==> src/rtl/dmem_arbiter_pkg.sv <==
// Shared encodings for the data-memory arbiter: FSM states, port selects, memory depth.
package dmem_arbiter_pkg;

  typedef enum logic [1:0] {
    IDLE   = 2'd0,
    ACCESS = 2'd1,
    RESP   = 2'd2
  } arbState_e;

  localparam logic SEL_A = 1'b0;
  localparam logic SEL_B = 1'b1;

  localparam int DEPTH = 16;

endpackage

==> src/rtl/dmem_arbiter_rr_pick2.sv <==
// Combinational two-way round-robin winner: on a tie the port that was not granted last wins.
module rr_pick2
  import dmem_arbiter_pkg::*;
(
  input  logic reqA,
  input  logic reqB,
  input  logic lastGrant,
  output logic anyReq,
  output logic winner
);

  always_comb begin
    anyReq = reqA | reqB;
    winner = SEL_A;
    if (reqA && reqB) begin
      winner = (lastGrant == SEL_A) ? SEL_B : SEL_A;
    end else if (reqB) begin
      winner = SEL_B;
    end
  end

endmodule

==> src/rtl/dmem_arbiter.sv <==
// Two-port round-robin arbiter/sequencer for the 16-word data memory.
// state  | meaning
// IDLE   | no access in flight, waiting for a request
// ACCESS | strobes driven for the latched request (one cycle)
// RESP   | ack/err to the granted port; may latch the other port back-to-back
module dmem_arbiter
  import dmem_arbiter_pkg::*;
#(
  parameter int DATA_W = 32,
  parameter int ADDR_W = 32,
  parameter int DEPTH  = dmem_arbiter_pkg::DEPTH
) (
  input  logic              clock_in,
  input  logic              reset,
  input  logic              a_req,
  input  logic              a_we,
  input  logic [ADDR_W-1:0] a_addr,
  input  logic [DATA_W-1:0] a_wdata,
  output logic              a_ack,
  output logic [DATA_W-1:0] a_rdata,
  output logic              a_err,
  output logic              a_stall,
  input  logic              b_req,
  input  logic              b_we,
  input  logic [ADDR_W-1:0] b_addr,
  input  logic [DATA_W-1:0] b_wdata,
  output logic              b_ack,
  output logic [DATA_W-1:0] b_rdata,
  output logic              b_err,
  output logic              mem_read,
  output logic              mem_write,
  output logic [ADDR_W-1:0] mem_addr,
  output logic [DATA_W-1:0] mem_wdata,
  input  logic [DATA_W-1:0] mem_rdata
);

  arbState_e         state, stateNext;
  logic              sel, lastGrant, weQ, errPending;
  logic [ADDR_W-1:0] addrQ;
  logic [DATA_W-1:0] wdataQ;
  logic              reqAElig, reqBElig, anyReq, winner, canLatch, inRange;

  // The port being acked in RESP must not win again in the same cycle.
  assign reqAElig = a_req & ~(state == RESP && sel == SEL_A);
  assign reqBElig = b_req & ~(state == RESP && sel == SEL_B);

  rr_pick2 u_pick (
    .reqA     (reqAElig),
    .reqB     (reqBElig),
    .lastGrant(lastGrant),
    .anyReq   (anyReq),
    .winner   (winner)
  );

  assign canLatch = (state == IDLE || state == RESP) && anyReq;
  assign inRange  = addrQ < ADDR_W'(DEPTH);

  always_comb begin
    stateNext = state;
    mem_read  = 1'b0;
    mem_write = 1'b0;
    mem_addr  = '0;
    mem_wdata = '0;
    case (state)
      IDLE:   if (anyReq) stateNext = ACCESS;
      ACCESS: begin
        stateNext = RESP;
        if (inRange) begin
          mem_addr  = addrQ;
          mem_wdata = wdataQ;
          mem_write = weQ;
          mem_read  = ~weQ;
        end
      end
      RESP:    stateNext = anyReq ? ACCESS : IDLE;
      default: stateNext = IDLE;
    endcase
  end

  always_ff @(posedge clock_in or posedge reset) begin
    if (reset) begin
      state      <= IDLE;
      lastGrant  <= SEL_B;
      sel        <= SEL_A;
      weQ        <= 1'b0;
      addrQ      <= '0;
      wdataQ     <= '0;
      errPending <= 1'b0;
      a_rdata    <= '0;
      b_rdata    <= '0;
    end else begin
      state <= stateNext;
      if (canLatch) begin
        sel    <= winner;
        weQ    <= (winner == SEL_B) ? b_we    : a_we;
        addrQ  <= (winner == SEL_B) ? b_addr  : a_addr;
        wdataQ <= (winner == SEL_B) ? b_wdata : a_wdata;
      end
      if (state == ACCESS) begin
        errPending <= ~inRange;
        lastGrant  <= sel;
        // Writes and out-of-range accesses return zero rather than stale data.
        if (sel == SEL_A) a_rdata <= (inRange && !weQ) ? mem_rdata : '0;
        else              b_rdata <= (inRange && !weQ) ? mem_rdata : '0;
      end
    end
  end

  assign a_ack   = (state == RESP) && (sel == SEL_A);
  assign b_ack   = (state == RESP) && (sel == SEL_B);
  assign a_err   = a_ack & errPending;
  assign b_err   = b_ack & errPending;
  assign a_stall = a_req & ~a_ack;

endmodule

==> config.mk <==
export PLATFORM = sky130hd
export DESIGN_NAME = dmem_arbiter
export DESIGN_NICKNAME = d
export VERILOG_FILES = /design/src/rtl/dmem_arbiter_pkg.sv /design/src/rtl/dmem_arbiter_rr_pick2.sv /design/src/rtl/dmem_arbiter.sv
export SDC_FILE = /design/constraint.sdc
export NUM_CORES = 1
export LEC_CHECK = 0
export CAP_MARGIN = 20
export CORE_MARGIN = 3
export CORE_UTILIZATION = 28
export CTS_CLUSTER_SIZE = 10
export DETAILED_ROUTE_END_ITERATION = 8
export PLACE_DENSITY = 0.56
export SLEW_MARGIN = 10
export SYNTH_ARGS = -nofsm -noshare
export SYNTH_HDL_FRONTEND = slang
export SYNTH_SLANG_ARGS = --single-unit
==> constraint.sdc <==
create_clock -name clock_in -period 10.5 [get_ports clock_in]
set_clock_uncertainty 0.15 [all_clocks]
set_input_delay 1.575 -clock clock_in [delete_from_list [all_inputs] [get_ports clock_in]]
set_output_delay 1.575 -clock clock_in [all_outputs]
set_load 0.005 [all_outputs]
; ---- After elaboration in Yosys (flattened, before gate mapping)
; Cells that the tools add are included.
; W data, S select, Z words.
[totals]
reg_bits = 134
input_bits = 166
out_inout_bits = 135
wordCells = 51
[op_classes]
n_lt_le_gt_ge = 1
eq_ne = 3
mux = 18
n_bitwise = 10
n_reduce_logical = 10
[op_table]
columns = op, n
row1 = $mux W32, 7
row2 = $lt A32 B5 Y1 const B, 1
row3 = $mux W1, 9
row4 = $pmux W2 S3, 1
row5 = $logic_and A1 B1 Y1, 5
row6 = $not A1 Y1, 5
row7 = $and A1 B1 Y1, 4
row8 = $reduce_and A2 Y1, 2
row9 = $eq A2 B1 Y1 const B, 1
row10 = $eq A2 B2 Y1 const B, 1
row11 = $logic_not A2 Y1, 1
row12 = $mux W2, 1
row13 = $ne A2 B2 Y1 const B, 1
row14 = $logic_not A1 Y1, 1
row15 = $logic_or A1 B1 Y1, 1
row16 = $or A1 B1 Y1, 1

; ---- Longest topological paths before layout
; Gate-level depths: netlist (run 1).
[depth]
ltp_word = 7
depth_mapped = 6
mapped_depth_nobuf = 5

; ---- Hierarchy
; From an unflattened synthesis (run 1), not the netlist that was laid out.
[hier_totals]
hier_cells = 669
hier_area_um2 = 6412.4
[by_module_without_submodules]
columns = module, instances, cells_per_inst, area_each_um2, seq_area_each_um2
row1 = dmem_arbiter, 1, 667, 6398.6, 3354.5
row2 = rr_pick2, 1, 2, 13.8, 0.0

; ---- Least setup slack after synthesis (run 1)
; No wires, ideal clock.
[synth_timing]
kind = input to output
startpoint = input a_req
endpoint = output a_stall
arrival_time_ps = 1706
required_ps = 8775
setup_slack_ps = 7069
path_stages = 1
n_path_buf = 0
cell_sequence = nor2b_1
[synth_between]
elab_chain_cells = 1
[synth_rtl]
columns = element, line
row1 = "start, declared", dmem_arbiter.sv:15  ; input logic a_req,
row2 = $and A1 B1 Y1, dmem_arbiter.sv:113  ; assign a_stall = a_req & ~a_ack;
row3 = "end, declared", dmem_arbiter.sv:22  ; output logic a_stall,
; Every way passes these cells.

; ---- Final worst setup path (run 1)
[layout_timing]
startpoint = register addrQ[12]
endpoint = output mem_addr[1]
[layout_between]
elab_chain_cells = 3
[layout_rtl]
columns = element, line
row1 = "start, declared", dmem_arbiter.sv:39  ; logic [ADDR_W-1:0] addrQ;
row2 = "start signal, assigned", dmem_arbiter.sv:96  ; addrQ <= (winner == SEL_B) ? b_addr : a_addr;
row3 = $lt A32 B5 Y1, dmem_arbiter.sv:56  ; assign inRange = addrQ < ADDR_W'(DEPTH);
row4 = $mux W32, dmem_arbiter.sv:68  ; if (inRange) begin
row5 = $mux W32, dmem_arbiter.sv:64  ; case (state)
row6 = "end, declared", dmem_arbiter.sv:32  ; output logic [ADDR_W-1:0] mem_addr,
; Every way passes these cells.

==> results of run 1 <==
==> power breakdown <==
group	switching, mW	internal, mW
clock	0.225	0.346
combinational	0.264	0.310
sequential	0.0735	0.660
==> through the flow <==
step                      setup slack (ns)  hold slack [ns]  utilization  std cells
after floorplan                       5.19            0.289            -        623
after global placement                5.89            0.305        0.413       1153
after detailed placement              5.89            0.310        0.413       1153
after CTS                             5.63            0.320        0.437       1183
after global routing                  5.51            0.344        0.437       1183
final                                 5.74            0.321        0.437       1183
==> cells by family (layout without fill, tap and decap cells) <==
| group | count (synthesis) | after routing | share of synthesized area |
|---|---|---|---|
| buf+inv | 68 | 315 | 0.0693 |
| flops | 134 | 134 | 0.515 |
| compound gates | 66 | 66 | 0.0522 |
| mux | 131 | 131 | 0.226 |
| other cells | 1 | 28 | 0.000575 |
| simple gates | 196 | 196 | 0.137 |
==> layout make-up <==
class,count,area [um^2]
Clock buffer,17,425
Clock inverter,13,134
Fill cell,2241,12800
Inverter,3,16.3
Multi-Input combinational cell,421,2840
Sequential cell,134,3350
Tap cell,313,392
Timing Repair Buffer,282,2800
==> final timing paths <==
path	start	slack (ns)	end
max	addrQ[12]	5.74	mem_addr[1]
min in group asynchronous	reset	1.47	wdataQ[2]
min reg2reg	lastGrant	0.32	lastGrant
max reg2reg	sel	7.53	wdataQ[27]
min	lastGrant	0.32	lastGrant
max in group asynchronous	reset	7.37	a_rdata[25]
==> cells in the mapped netlist (all sizes together) <==
master	count	area share
nand2	135	0.078
dfrtp	133	0.51
mux2	130	0.22
o21ai	64	0.049
buf	49	0.058
and2	39	0.037
clkbuf	16	0.0092
nor4	7	0.0077
nor2	6	0.0035
inv	3	0.0017
nand2b	2	0.0019
nor2b	2	0.0019
or4	2	0.0023
a21oi	1	0.00077
conb	1	0.00058
dfstp	1	0.0040
mux2i	1	0.0015
nand4	1	0.00096
nor3	1	0.00077
nor3b	1	0.0029
o221ai	1	0.0023
==> worst min-delay path, stage by stage (launching register included) <==
cell     delay [ns]
dfstp_2        0.37
nand2_1        0.05
nand2_1        0.05
==> placed cells by master (no fill, tap or decap) <==
cell type / netlist / final
nor4_1: 6 / 6
nor3b_4: 1 / 1
nand2_1: 135 / 135
inv_1: 3 / 2
nand4_1: 1 / 1
nand2b_1: 2 / 2
mux2i_1: 1 / 1
nor4_4: 0 / 1
conb_1: 1 / 28
clkinv_2: 0 / 6
and2_1: 39 / 39
inv_6: 0 / 2
clkinv_4: 0 / 4
o21ai_0: 4 / 4
a21oi_1: 1 / 1
or4_1: 2 / 1
clkdlybuf4s50_1: 0 / 272
bufinv_16: 0 / 2
nor3_2: 0 / 1
mux2_2: 125 / 125
buf_4: 29 / 10
nor2_1: 6 / 4
dfrtp_1: 133 / 133
clkbuf_16: 0 / 17
mux2_1: 5 / 5
dfstp_2: 1 / 1
nor2b_1: 2 / 2
o21ai_1: 60 / 60
or4_2: 0 / 1
nor2_2: 0 / 2
o221ai_4: 0 / 1
==> per-layer routing <==
layer  track usage  vias to the layer above
li1              -                     2465
met1         0.187                     2429
met2         0.249                      197
met3        0.0652                        7
met4        0.0287                        0
met5             0                        -
==> registers in the layout, summed over array words and instances, names as in the netlist <==
signal and flops:
b_rdata 32, addrQ 32, sel 1, lastGrant 1
state 2, errPending 1, wdataQ 32, weQ 1
a_rdata 32
==> metrics.md, run 1 <==
| Metric | Value |
|---|---|
| CTS tree | `yes` |
| Post-CTS setup buffers | `0` |
| Core area | `22800 um^2` |
| Worst EP required | `~8.8 ns` |
| Worst Path Max Fanout | `31` |
| Placed inst area | `approximately 9400 um^2` |
| Area delta synth->final | `52.9%` |
| Max Used Layer | `met4` |
| Final Hold Fails | `0` |
| Setup-failing EPs final | `0` |
| Max_slew headroom | `0.403` |
| Post-synthesis sequential area ratio | `0.515` |
| CTS root buf | `clkbuf_16` |
| Gr usage total | `0.151` |
| Setup_tns | `0 ns` |
| Drt first pass iters | `4` |
| RSZ-0062 raised after global routing | `no` |
| Met3 WL | `~1.8 mm` |
| Synth Cell Area | `roughly 6500 um^2` |
| Syn Inst Count | `approximately 600` |
| Buf/Inv on CP | `2` |
| Worst VDD drop | `roughly 0.12 mV` |
| Yosys warnings | `0` |
| Syn avg cell area | `~11 um^2` |
| Vias in the first global route | `about 5200` |
| Max Slew Vio Count | `0` |
| Clk_lat worst skew | `about 0.4 ns` |
| DPL Wire Length | `13.3 mm` |
| Gpl congestion | `approximately 0.73` |
| Crit path max-delay family | `simple AND/OR/NAND/NOR gates` |
| Initial DRC count | `between 200 and 250` |
| CTS clock-pin slew for the worst setup and hold paths | `0.06 ns` |
| Via/cell ratio | `approximately 4.3` |
| Crit path DAT | `3.03 ns` |
| Max-cap viol count | `0` |
| Largest net degree at the start of global routing | `between 60 and 70` |
| Finished Cell Area | `approximately 10000 um^2` |
| Cts repair resizes | `0` |
| Share of post-route cells with drive strength above 1 | `0.200` |
| Fin crit share | `0.453` |
| Die Span Y | `159 um` |
| Routed len/inst | `roughly 16 um` |
| Slowest cell on the critical path | `clkdlybuf4s50_1` |
| Met1 wire length | `approximately 8.3 mm` |
| Fmax | `0.210 GHz` |
| H-tree depth | `4` |
| Met2 Wirelength | `9.14 mm` |
| Die width | `~160 um` |
| Count of cell types in the netlist | `26` |
| First-pass GRT wire length | `29.3 mm` |
| Die area | `around 25000 um^2` |
| Leakage | `around 4 nW` |
| CP peak stage delay | `approximately 0.52 ns` |
| Crit start category | `flip-flop` |
| Ports | `301` |
| IO buf count | `272` |
| Period minus WS final | `between 4 and 5 ns` |
| Critical Path, Cell by Cell | `nor4_1 > nand4_1 > nor4_4 > buf_4 > and2_1 > clkdlybuf4s50_1` |
| Hold depth | `2` |
| Clock Sinks | `134` |
| Status | `complete, no violations` |
| Min-delay worst type | `reg2reg` |
| Hold buffer count at CTS | `0` |
| Fin nets | `between 1000 and 1500` |
| Routed Antenna Nets | `0` |
| Tot Pwr | `1.88 mW` |
| #FFs+latches synth | `134` |
| Power density cells | `~190 nW/um^2` |
| DRC violation count after routing | `0` |
| Worst Tran Pin Value | `roughly 0.9 ns` |
| GRT Residual Overflow | `0` |
| # diodes | `0` |
| Antenna violations before repair | `0` |
| # rows | `55` |
| CTS buffer count | `17` |
| DR vias | `just over 5000` |
| Starting Density | `0.286` |
| Critical Path Stages | `6` |
| CP Capture Type | `output pin` |
| R2R cell count | `5` |
| Crit path kind | `reg2out` |
| Clock tree buffer depth | `2` |
| Routed Wire Length | `between 15 and 20 mm` |
Note: power is estimated with default switching activity, not from simulation.
==> run 2: changes to the inputs <==
Settings changed: PLACE_DENSITY 0.56 to 0.58.
Clock period 10.5 ns to 4.2 ns, I/O delays scaled along.
==> run 2 against run 1 <==
  * First-iteration DRC count is 18% lower
  * Die area stayed put
  * Final area is 0.31% higher
  * Largest power group unchanged
  * Via count is 0.96% lower
  * Non-clock buffer count stayed put
  * Highest routed layer unchanged
  * Count of clock-buffer cells in the layout is 1 higher
  * Combinational power grew to 2.5 times the previous value
  * Routed wire length stayed put
==> metrics.md, run 2 (same netlist as run 1, synthesis figures left out) <==
| Metric | Value |
|---|---|
| Finished Cell Area | `between 9000 and 10000 um^2` |
| Multi-input logic area | `between 2000 and 3000 um^2` |
| Worst Path Max Fanout | `31` |
| DRC violation count after routing | `0` |
| Filler cell count | `between 2000 and 2500` |
| Max Slew Vio Count | `0` |
| Worst EP required | `3.42 ns` |
| Routed Wire Length | `19.3 mm` |
| Routed len/inst | `around 16 um` |
| Fin util | `0.439` |
| Met1 Track Usage GR | `0.190` |
| CTS buffer count | `17` |
| Hold buffer count at CTS | `0` |
| Inst Count DP | `1153` |
| Placed inst area | `~9400 um^2` |
| Antenna violations before repair | `0` |
| Via/cell ratio | `4.26` |
| Routed Antenna Nets | `0` |
| Post-CTS setup buffers | `0` |
| Crit path DAT | `2.94 ns` |
| Starting Density | `0.286` |
| Period minus WS final | `3.72 ns` |
| Tot Pwr | `~4.7 mW` |
| DR vias | `around 5000` |
| CTS root buf | `clkbuf_16` |
| Cts repair resizes | `0` |
| Commonest non-fill, non-tap cells in the layout | `272 x clkdlybuf4s50_1, 135 x nand2_1, 133 x dfrtp_1` |
| Core area | `22800 um^2` |
| Clock Sinks | `around 130` |
| CP Capture Type | `output pin` |
| Max-cap viol count | `0` |
| CTS clock-pin slew for the worst setup and hold paths | `~0.060 ns` |
| Area delta synth->final | `53.4%` |
| Die Span Y | `between 150 and 200 um` |
| Min-delay worst type | `reg2reg` |
| CTS tree | `yes` |
| Initial DRC count | `~160` |
| Share of post-route cells with drive strength above 1 | `0.202` |
| Commonest non-fill, non-tap cell in the layout | `clkdlybuf4s50_1` |
| Ports | `roughly 300` |
| Fin crit share | `0.885` |
| Max_slew headroom | `0.336` |
| First-pass GRT wire length | `between 20 and 30 mm` |
| M3 GR Usage | `0.0560` |
| Crit start category | `flip-flop` |
| Busiest grt layer | `met2` |
| Crit path kind | `reg2out` |
| Setup-failing EPs final | `0` |
| # diodes | `0` |
| Worst Tran Pin Value | `between 0.9 and 1 ns` |
| IO buf count | `272` |
| GRT Residual Overflow | `0` |
| Clk_lat worst skew | `0.41 ns` |
| Final Hold Fails | `0` |
| DPL Wire Length | `13.8 mm` |
| Status | `complete, no violations` |
| Power density cells | `between 400 and 500 nW/um^2` |
| Gr usage total | `0.151` |
| Die width | `159 um` |
| RSZ-0062 raised after global routing | `no` |
| FF/Latch Area | `approximately 3400 um^2` |
| Fmax | `roughly 0.27 GHz` |
| Gpl congestion | `0.727` |
| Clock tree buffer depth | `2` |
| # rows | `55` |
| Fin nets | `approximately 1000` |
| Largest net degree at the start of global routing | `between 70 and 80` |
| Non-Filler Instances | `roughly 1200` |
| Setup_tns | `0 ns` |
| Worst VDD drop | `0.252 mV` |
| M2 GR Usage | `0.248` |
| H-tree depth | `4` |
| Die area | `25100 um^2` |
| Drt first pass iters | `4` |
| Leakage | `a little under 4 nW` |
| Vias in the first global route | `~5300` |
==> run 2: critical path: stages (launching register included) <==
cell and delay [ns]:
dfrtp_1 0.38, nor4_1 0.33, nand4_1 0.26, nor4_4 0.49, buf_4 0.37, and2_1 0.18, clkdlybuf4s50_1 0.50
==> run 2: final timing paths <==
| path | startpoint | to | slack [ns] | depth (start not counted) |
|---|---|---|---|---|
| setup / recovery | addrQ[15] | mem_wdata[16] | 0.48 | 6 |
| hold / removal | lastGrant | lastGrant | 0.32 | 2 |
| setup reg to reg | addrQ[15] | a_rdata[28] | 1.65 | 5 |
| hold reg to reg | lastGrant | lastGrant | 0.32 | 2 |
| max in group asynchronous | reset | wdataQ[26] | 2.55 | 3 |
| min in group asynchronous | reset | wdataQ[0] | 0.43 | 2 |
==> run 2: where the power goes <==
group	switching, mW	internal (mW)	total [mW]
Combinational	0.665	0.791	1.46
Clock	0.623	0.785	1.41
Sequential	0.181	1.65	1.83
Total	1.47	3.23	4.69
==> run 2: metrics by stage <==
step / hold slack (ns) / worst slack, ns
5_1_grt: 0.346 / 0.190
2_1_floorplan: 0.289 / 1.73
6_report: 0.321 / 0.481
3_3_place_gp: 0.303 / 0.957
3_5_place_dp: 0.319 / 0.863
4_1_cts: 0.330 / 0.404
==> run 2: layout make-up <==
| cell class | instances | share of cell area |
|---|---|---|
| sequential | 134 | 0.336 |
| multi-input combinational | 421 | 0.285 |
| timing repair buffer | 282 | 0.284 |
| clock buffer | 18 | 0.0439 |
| tap | 313 | 0.0392 |
| clock inverter | 14 | 0.0115 |
| inverter | 3 | 0.00150 |
==> run 2: layer usage <==
metal | share of wire | up-vias | wire length [um]
met5 | 0 | - | 0
met4 | 0.0097 | 0 | 187
met3 | 0.092 | 11 | 1770
met2 | 0.47 | 195 | 8990
met1 | 0.43 | 2366 | 8360
li1 | - | 2477 | -
==> run 3: changes to the inputs <==
Settings changed: CORE_UTILIZATION 28 to 38, PLACE_DENSITY 0.58 to 0.76.
==> run 3 against run 2 <==
  * Combinational power barely moved
  * Setup slack got worse by 0.018 ns
  * Count of clock-buffer cells in the layout rose by 1
  * First-iteration DRC count fell by 4.9%
  * Cell count fell by 7.9%
  * Sequential cell count did not move
  * Register-to-register slack got worse by 0.03 ns
  * Die area fell by 25%
  * Sequential power barely moved
  * Non-clock buffer count did not move
  * Fmax fell by 0.47%
  * Total power rose by 0.44%
  * Critical endpoint is now mem_wdata[25]
  * Largest cell class unchanged
==> metrics.md, run 3 (same netlist as run 1, synthesis figures left out) <==
| Metric | Value |
|---|---|
| Hold buffer count at CTS | `0` |
| Worst EP required | `3.42 ns` |
| Min-delay worst type | `reg2reg` |
| RR Startpoint | `addrQ[4]` |
| Max Slew Vio Count | `0` |
| Final Hold Fails | `0` |
| Routed Wire Length | `approximately 18 mm` |
| Clock Sinks | `134` |
| Hold depth | `2` |
| Die Span Y | `137 um` |
| Via/cell ratio | `about 4.7` |
| # diodes | `0` |
| Met3 WL | `between 2 and 2.5 mm` |
| Area delta synth->final | `51.6%` |
| Crit start category | `flip-flop` |
| First-pass GRT wire length | `about 27 mm` |
| Fmax | `roughly 0.27 GHz` |
| Met2 Wirelength | `8.49 mm` |
| IO buf count | `approximately 270` |
| Core area | `16700 um^2` |
| R2R cell count | `5` |
| Met1 wire length | `around 7.0 mm` |
| Worst VDD drop | `0.255 mV` |
| Status | `complete, no violations` |
| Post-place setup slack | `~0.84 ns` |
| CTS clock-pin slew for the worst setup and hold paths | `about 0.050 ns` |
| Clk_lat worst skew | `between 0.4 and 0.5 ns` |
| # rows | `between 40 and 50` |
| GRT Residual Overflow | `0` |
| Leakage | `3.99 nW` |
| H-tree depth | `4` |
| Period minus WS final | `between 3 and 4 ns` |
| Starting Density | `0.390` |
| Gpl congestion | `about 0.75` |
| Clock tree buffer depth | `2` |
| Crit path kind | `reg2out` |
| Setup_tns | `0 ns` |
| Commonest non-fill, non-tap cell in the layout | `clkdlybuf4s50_1` |
| Die area | `18800 um^2` |
| Worst reg2reg setup slack | `about 1.6 ns` |
| DPL Wire Length | `12.8 mm` |
| DRC violation count after routing | `0` |
| RSZ-0062 raised after global routing | `no` |
| Max-cap viol count | `0` |
| Hold endpoint | `lastGrant` |
| DR vias | `5132` |
| Gr usage total | `0.190` |
| Inst Count DP | `1060` |
| CTS root buf | `clkbuf_16` |
| Fin crit share | `0.890` |
| Post-CTS setup buffers | `0` |
| Hold Path Origin | `lastGrant` |
| Die width | `137 um` |
| Cts repair resizes | `0` |
| Largest net degree at the start of global routing | `around 140` |
| Share of post-route cells with drive strength above 1 | `0.200` |
| Drt first pass iters | `4` |
| Antenna violations before repair | `0` |
| Vias in the first global route | `about 5200` |
| Worst Tran Pin Value | `between 0.8 and 0.9 ns` |
| Initial DRC count | `156` |
| Worst Path Max Fanout | `31` |
| Crit path DAT | `2.96 ns` |
| CTS tree | `yes` |
| Commonest non-fill, non-tap cells in the layout | `272 x clkdlybuf4s50_1, 135 x nand2_1, 133 x dfrtp_1` |
| Ports | `301` |
| Fin nets | `between 1000 and 1500` |
| Max Used Layer | `met4` |
| Routed len/inst | `between 15 and 20 um` |
| Post-route setup slack | `between 0.4 and 0.5 ns` |
| CTS buffer count | `17` |
| Non-Filler Instances | `~1100` |
| FF-to-FF End | `a_rdata[28]` |
| Setup-failing EPs final | `0` |
| Power density cells | `between 400 and 500 nW/um^2` |
| Routed Antenna Nets | `0` |
| Max_slew headroom | `0.457` |
| CP Capture Type | `output pin` |
run 3: cell types whose count changed in the layout (fill, tap and decap cells not counted), sizes merged:
cell      change
clkbuf        +1
clkinvlp      -2
inv           -5
bufinv        +2
clkinv        +3
run 3: metal layers:
layer	GRT usage	vias up
li1	-	2471
met1	0.226	2442
met2	0.303	199
met3	0.0938	20
met4	0.0599	0
met5	0	-
run 3: worst max path at each step:
stage	end	startpoint	depth (start not counted)
finish	mem_wdata[25]	addrQ[4]	6
floorplan	mem_wdata[16]	addrQ[26]	5
global placement	mem_wdata[8]	addrQ[4]	6
detailed placement	mem_wdata[25]	addrQ[4]	6
global route	mem_wdata[27]	addrQ[4]	6
CTS	mem_wdata[25]	addrQ[4]	6
run 3: stage by stage:
stage | power (mW) | util | hold slack, ns | instance area, um^2
detailed placement | 3.33 | 0.558 | 0.309 | 9310
global route | 4.99 | 0.592 | 0.340 | 9880
global placement | 3.29 | 0.558 | 0.302 | 9310
floorplan | 2.84 | - | 0.289 | 6620
CTS | 4.79 | 0.592 | 0.319 | 9880
finish | 4.72 | 0.592 | 0.316 | 9880
run 3: where the power goes:
group | leakage (nW) | switching (mW) | internal (mW)
sequential | 1.71 | 0.193 | 1.65
combinational | 2.00 | 0.644 | 0.784
clock | 0.275 | 0.557 | 0.885
run 3: layout make-up:
cell class	count	area (um^2)
inverters	3	15.0
clock buffers	19	443
well taps	220	275
repair buffers	282	2820
multi-input cells	421	2840
fillers	1457	6820
clock inverters	12	129
flip-flops and latches	134	3350
run 3: worst max-delay path, stage by stage (launching register included):
cell and delay [ns]:
dfrtp_1 0.37, nor4_1 0.35, nand4_1 0.25, nor4_4 0.50, buf_4 0.36, and2_1 0.18, clkdlybuf4s50_1 0.52
